<file path="config.mk">
export PLATFORM = sky130hd
export DESIGN_NAME = uart_rx_fifo
export DESIGN_NICKNAME = d
export VERILOG_FILES = /design/src/rtl/uart_rx_fifo.sv
export SDC_FILE = /design/constraint.sdc
export NUM_CORES = 1
export LEC_CHECK = 0
export ABC_AREA = 0
export CAP_MARGIN = 20
export CORE_ASPECT_RATIO = 1.1
export CORE_UTILIZATION = 45
export CTS_CLUSTER_SIZE = 14
export DETAILED_ROUTE_END_ITERATION = 8
export DONT_BUFFER_PORTS = 1
export GPL_ROUTABILITY_DRIVEN = 1
export PLACE_DENSITY_LB_ADDON = 0.08
export SLEW_MARGIN = 10
export SYNTH_ARGS = -nofsm -noshare
export SYNTH_HDL_FRONTEND = slang
export SYNTH_SLANG_ARGS = --single-unit
export TNS_END_PERCENT = 100
</file>
<file path="constraint.sdc">
create_clock -name sysclk -period 3.3 [get_ports sysclk]
set_input_delay 0.825 -clock sysclk [delete_from_list [all_inputs] [get_ports sysclk]]
set_output_delay 0.825 -clock sysclk [all_outputs]
set_load 0.02 [all_outputs]
</file>
<file path="src/rtl/uart_rx_fifo.sv">
// Receive-side FIFO behind the UART receiver: stores each completed character
// with its framing/parity status and presents it on a first-word-fall-through port.
module uart_rx_fifo #(
  parameter int DBITS     = 8,
  parameter int DEPTH     = 16,
  parameter int AFULL_LVL = 12
) (
  input  logic                       sysclk,
  input  logic                       rst,
  input  logic [DBITS-1:0]           rx_data,
  input  logic                       rx_valid,
  input  logic                       framing_err,
  input  logic                       parity_err,
  input  logic                       flush,
  input  logic                       rd_ready,
  output logic                       rd_valid,
  output logic [DBITS-1:0]           rd_data,
  output logic                       rd_ferr,
  output logic                       rd_perr,
  output logic [$clog2(DEPTH):0]     count,
  output logic                       full,
  output logic                       empty,
  output logic                       almost_full,
  output logic                       overrun,
  input  logic                       clr_overrun
);

  localparam int AW = $clog2(DEPTH);
  localparam int CW = AW + 1;

  logic [DBITS+1:0] r_mem [DEPTH];
  logic [AW-1:0]    r_wr_ptr;
  logic [AW-1:0]    r_rd_ptr;
  logic [CW-1:0]    r_count;
  logic             r_overrun;

  logic             w_wr_ev;
  logic             w_rd_hs;
  logic             w_wr_acc;
  logic             w_ovr_set;
  logic             w_full;
  logic             w_empty;
  logic [DBITS+1:0] w_head;

  assign w_full    = (r_count == CW'(DEPTH));
  assign w_empty   = (r_count == '0);
  assign w_wr_ev   = rx_valid | framing_err | parity_err;
  assign w_rd_hs   = ~w_empty & rd_ready;
  // A full FIFO still accepts a write when the head leaves in the same cycle.
  assign w_wr_acc  = w_wr_ev & (~w_full | w_rd_hs);
  // A flushed write is discarded outright, so it cannot register as an overrun.
  assign w_ovr_set = w_wr_ev & w_full & ~w_rd_hs & ~flush;

  always_ff @(posedge sysclk) begin
    if (rst) begin
      r_wr_ptr <= '0;
      r_rd_ptr <= '0;
      r_count  <= '0;
    end else if (flush) begin
      r_wr_ptr <= '0;
      r_rd_ptr <= '0;
      r_count  <= '0;
    end else begin
      if (w_wr_acc) r_wr_ptr <= r_wr_ptr + 1'b1;
      if (w_rd_hs)  r_rd_ptr <= r_rd_ptr + 1'b1;
      case ({w_wr_acc, w_rd_hs})
        2'b10:   r_count <= r_count + 1'b1;
        2'b01:   r_count <= r_count - 1'b1;
        default: r_count <= r_count;
      endcase
    end
  end

  always_ff @(posedge sysclk) begin
    if (!rst && !flush && w_wr_acc)
      r_mem[r_wr_ptr] <= {parity_err, framing_err, rx_data};
  end

  always_ff @(posedge sysclk) begin
    if (rst)              r_overrun <= 1'b0;
    else if (w_ovr_set)   r_overrun <= 1'b1;
    else if (clr_overrun) r_overrun <= 1'b0;
  end

  assign w_head      = w_empty ? '0 : r_mem[r_rd_ptr];
  assign rd_valid    = ~w_empty;
  assign rd_data     = w_head[DBITS-1:0];
  assign rd_ferr     = w_head[DBITS];
  assign rd_perr     = w_head[DBITS+1];
  assign count       = r_count;
  assign full        = w_full;
  assign empty       = w_empty;
  assign almost_full = (r_count >= CW'(AFULL_LVL));
  assign overrun     = r_overrun;

endmodule

</file>
== Word-level counts from Yosys, hierarchy flattened ==
Memories as Yosys holds them, arrays and structs flattened. A register that Yosys moved wholly into a read port is not among the register bits.
Cells that the tools add are included.

* $add $sub $neg: 4
* Multiply operators: 0
* Div/mod/pow operators: 0
* $lt $le $gt $ge: 1
* Eq/ne operators: 3
* Shifts and indexed selects: 0
* Mux-type cells: 8
* Bitwise gates (word level): 12
* Reduce and logical (&&, ||, !) cells: 8

{| class="wikitable"
|+ Operators with widths
! operator !! number
|-
| two-way mux 10 bit || 1
|-
| case mux 5 bit (2 select lines) || 1
|-
| adder 4 x 1 -> 4 bit, second input constant || 2
|-
| two-way mux 4 bit || 2
|-
| adder 5 x 1 -> 5 bit, second input constant || 1
|-
| bitwise AND 1 bit || 5
|-
| == test 5 bit, second input constant || 1
|-
| greater-or-equal comparator 5 x 4 -> 1 bit, second input constant || 1
|-
| zero test 5 bit || 1
|-
| subtractor 5 x 1 -> 5 bit, second input constant || 1
|-
| two-way mux 1 bit || 4
|-
| NOT 1 bit || 4
|-
| nonzero test 2 bit || 2
|-
| OR 1 bit || 3
|-
| == test 2 x 1 -> 1 bit, second input constant || 1
|-
| == test 2 bit, second input constant || 1
|-
| logical AND 1 bit || 2
|-
| zero test 1 bit || 2
|-
| OR reduction 2 bit || 1
|}

* Register bits: 14
* Latch bits: 0
* RAM bits: 160
* Bits in read-only memories: 0
* Memories: 1

{| class="wikitable"
|+ Memories
! name !! depth !! bits a word !! read ports !! clocked after Yosys merged registers in !! write ports !! RTL line !! RTL
|-
| r_mem || 16 || 10 || 1 || 1 || 1 || 31 || <nowiki>logic [DBITS+1:0] r_mem [DEPTH];</nowiki>
|}

== Depth between registers and ports, before layout ==
* Depth after elaboration: 8
* Depth in mapped cells: 10
* Depth with buffers taken out: 9

== Worst setup path after synthesis ==
OpenSTA, ideal clock, no wires.

* Path kind: input to register
* From: input port rd_ready
* To: memory r_mem[0][0] (netlist name), enable pin
* Arrival: 2.488 ns
* Required time: 2.910 ns
* Setup slack: 0.422 ns
* Cell stages on the path: 5
* Cell sequence: buf_2 nor2b_1 a21oi_1 nand3_1 nor3_1

* Cells in the longest elaborated chain, start to end: 6

{| class="wikitable"
|+ RTL lines
! element !! RTL line !! RTL
|-
| start, declared || 15 || <nowiki>input logic rd_ready,</nowiki>
|-
| bitwise AND 1 bit || 48 || <nowiki>assign w_rd_hs = ~w_empty & rd_ready;</nowiki>
|-
| OR 1 bit || 50 || <nowiki>assign w_wr_acc = w_wr_ev & (~w_full | w_rd_hs);</nowiki>
|-
| bitwise AND 1 bit || 50 ||
|-
| logical AND 1 bit || 75 || <nowiki>if (!rst && !flush && w_wr_acc)</nowiki>
|-
| two-way mux 1 bit || 75 ||
|-
| two-way mux 1 bit (implied by the code) || 76 || <nowiki>r_mem[r_wr_ptr] <= {parity_err, framing_err, rx_data};</nowiki>
|-
| end, declared || 31 ||
|}

No other way between the ends.

== Final worst setup path ==
* From: register r_count[0] (netlist: count[0])
* To: output port rd_perr

* Cells in the longest elaborated chain, start to end: 2

{| class="wikitable"
|+ RTL lines
! element !! RTL line !! RTL
|-
| start, declared || 34 || <nowiki>logic [CW-1:0] r_count;</nowiki>
|-
| start signal, assigned || 67 || <nowiki>2'b10: r_count <= r_count + 1'b1;</nowiki>
|-
| start signal, assigned || 68 || <nowiki>2'b01: r_count <= r_count - 1'b1;</nowiki>
|-
| start signal, assigned || 69 || <nowiki>default: r_count <= r_count;</nowiki>
|-
| zero test 5 bit || 46 || <nowiki>assign w_empty = (r_count == '0);</nowiki>
|-
| two-way mux 10 bit || 85 || <nowiki>assign w_head = w_empty ? '0 : r_mem[r_rd_ptr];</nowiki>
|-
| end, declared || 19 || <nowiki>output logic rd_perr,</nowiki>
|}

No other way between the ends.

==> results.yml <==
logic_synthesis:
  async_flop_share: 0
  ys_top_cells_by_area: "edfxtp_1, mux4_2, dfxtp_1"
  synth_edf_count: 160
  syn_inst: 379
  synth_seq_area_share: 0.724
  synth_fp_nets: 404
  netlist.top_cell.by_area: "edfxtp_1"
  ys_warn_count: 0
  yosys.area.top_type_share: 0.673
  ys_types: 41
  syn_avg_cell_area_sq_um: 18.8
  ys_seq_elements: 178
  yosys_most_used_dff: "edfxtp_1"
  synth_area_sq_mm: 0.00714
clock_tree:
  clkTransAtPathRegs_ps: 60
  htree_num_levels: 4
  postCtsSetupRepairBufs: 0
  cts.sink_count: 178
  cts_buffers: 17
  cts_tree: "built"
  postCtsHoldBufs: 0
  clockBufferDepth: 2
  root_buffer: "clkbuf_16"
  worst_skew_pair.late_latency_ps: 420
route:
  drt-pass1-iter-count: 4
  first_iter_violations: 301
  vias_per_cell: 5.71
  ant_nets: 0
  wl_per_cell_um: 23.7
  routed_wl_um: 14400
  drc: 0
  num_vias: 3478
job:
  cap_violations: 0
die:
  coreArea_sq_mm: 0.0153
  ioPinCount: 36
  die_w_um: 122
  fp-row-count: 47
  start_util: 0.467
  die_h_um: 134
  dieArea_sq_mm: 0.0164
grt:
  grtUsageTotal: 0.193
  grt_pass1_wl_um: 21900
  grt.overflow.total: 0
  grt_pass1_vias: 3743
  antenna_found_initial: 0
  grt_max_degree: 41
sta:
  hold_violations: 0
  finClkSkew_ps: 6.75
  slew_violations: 0
  fin_tns_setup_ps: 0
  rsz0062_at_grt: "no"
  relSlewSlack: 0.470
  period_minus_slack_ps: 3090
  max_freq_ghz: 0.323
  post-route-period-util: 0.937
  setup_viol: 0
  max_slew.worst_pin.slew_ps: 792
hold_path:
  hold_class: "in2reg"
layout:
  n_antenna_cell: 0
  nets: 425
  area_growth_syn_to_layout_pct: 14.3
  n_fill_cell: 1219
  drive_above_1_share: 0.259
power_and_ir_drop:
  powerDensity_mw_per_mm2: 586
  p_leak_uw: 0.00256
  ir_drop_uv: 314
  p_total_uw: 4780
placed_design:
  place_congestion: 0.758
  dp_hpwl_um: 8700
  port_buffers: 0
setup_path:
  slowest_delay_ps: 540
  critPathSlowestCell: "nor4_4"
  crit_type: "reg2out"
  end_kind: "output port"
  cpMostUsedCell: "nand2b_2"
  critPathTopFamily: "simple AND/OR/NAND/NOR gates"
  cp_num_buf_inv: 0
  cp.arrival_ps: 2270
  crit_required_ps: 2470
  startpoint_type: "flip-flop"
  cp_cell_sequence: "nor4_4, nand2b_2, nand2b_2, o22ai_1"
  critPathMaxFanout: 10
run_status:
  status: "completed"
==> what timing repair did <==
action                                  in CTS  in global routing
gates resized for setup                      2                  1
endpoints found under the hold margin        0                  0
pin swaps                                    0                  0
endpoints found under the setup margin      10                 10
==> per-layer routing <==
metal | GRT usage | vias up | wire [um] | part of all wire
met2 | 0.329 | 78 | 7530 | 0.52
met5 | 0 | - | 0 | 0
met1 | 0.237 | 1825 | 5990 | 0.42
li1 | - | 1562 | - | -
met4 | 0.0589 | 0 | 157 | 0.011
met3 | 0.0527 | 13 | 749 | 0.052
==> through the flow <==
| stage | instance area (sq um) | worst slack, ps | utilization | hold WS, ps | instances |
|---|---|---|---|---|---|
| 4_1_cts | 8150 | 8.89 | 0.533 | 443 | 609 |
| 3_3_place_gp | 7510 | 325 | 0.491 | 483 | 577 |
| 6_report | 8150 | 207 | 0.533 | 469 | 609 |
| 3_5_place_dp | 7510 | 194 | 0.491 | 484 | 577 |
| 5_1_grt | 8150 | 81.2 | 0.533 | 445 | 609 |
| 2_1_floorplan | 7140 | 422 | - | 468 | 379 |
==> kinds of logic after synthesis <==
kind of cell | synth area share
flip-flops | 0.724
multiplexers | 0.163
AND/OR/NAND/NOR | 0.0473
AO/OA/AOI/OAI | 0.0281
buffers and inverters | 0.0156
adder cells (fa/ha/maj) | 0.0168
XOR/XNOR | 0.00491
==> cells in the mapped netlist, types with 6 or more instances <==
cell and instances:
inv_1 9, nand3_1 9, edfxtp_1 160, nor3_1 6
clkbuf_1 13, nand2_1 9, ha_1 8, mux4_2 40
mux2i_1 24, nor2_1 22, o22ai_1 10, dfxtp_1 18
==> worst reg2reg max path: cells and delay by family (launching register included) <==
family | cells | cell delay [ps]
AO/OA/AOI/OAI | 2 | 340
adder cells (fa/ha/maj) | 1 | 320
buffers and inverters | 1 | 90
flip-flops | 1 | 430
AND/OR/NAND/NOR | 5 | 1710
==> state kept, by name, indices dropped and copies added (netlist names), named ones only <==
register,cells
count,5
overrun,1
r_mem,160
r_rd_ptr,4
r_wr_ptr,4
==> report_power, final <==
group / switching (uW) / internal [uW]
registers: 9.34 / 2470
logic: 86.0 / 54.1
clock network: 821 / 1340
total: 916 / 3860
==> layout by cell type, fill, tap and decap left out, drive strengths merged, types with 2 or more instances in the layout <==
cell	netlist	routed
a21oi	5	5
mux2i	25	25
or2	2	2
dfxtp	18	18
nor2	22	22
nand3	9	9
inv	9	11
nor3	7	7
bufinv	0	5
nand2b	4	4
clkinv	0	6
nand2	9	9
o21a	2	2
and2	2	2
a211oi	2	2
o22ai	10	10
mux4	40	40
xnor2	3	3
ha	8	8
buf	6	21
o21ai	3	3
or3	3	3
clkbuf	13	17
o221ai	2	2
edfxtp	160	160
clkinvlp	0	2
nor2b	3	3
==> final timing paths <==
kind	from	endpoint	slack [ps]	cells past startpoint
min reg2reg	r_rd_ptr[1]	flip-flop	500	2
max	count[0]	rd_perr	210	4
min	rst	overrun	470	1
max reg2reg	count[0]	count[4]	320	9
==> cell type report <==
type	count	area, sq um	area share
clock inverters	15	213	0.0261
repair buffers	21	183	0.0224
well taps	196	245	0.0301
clock buffers	17	425	0.0522
multi-input cells	173	1890	0.231
inverters	9	33.8	0.00414
flip-flops and latches	178	5170	0.634
No activity file was read; power rests on OpenSTA's default activity.
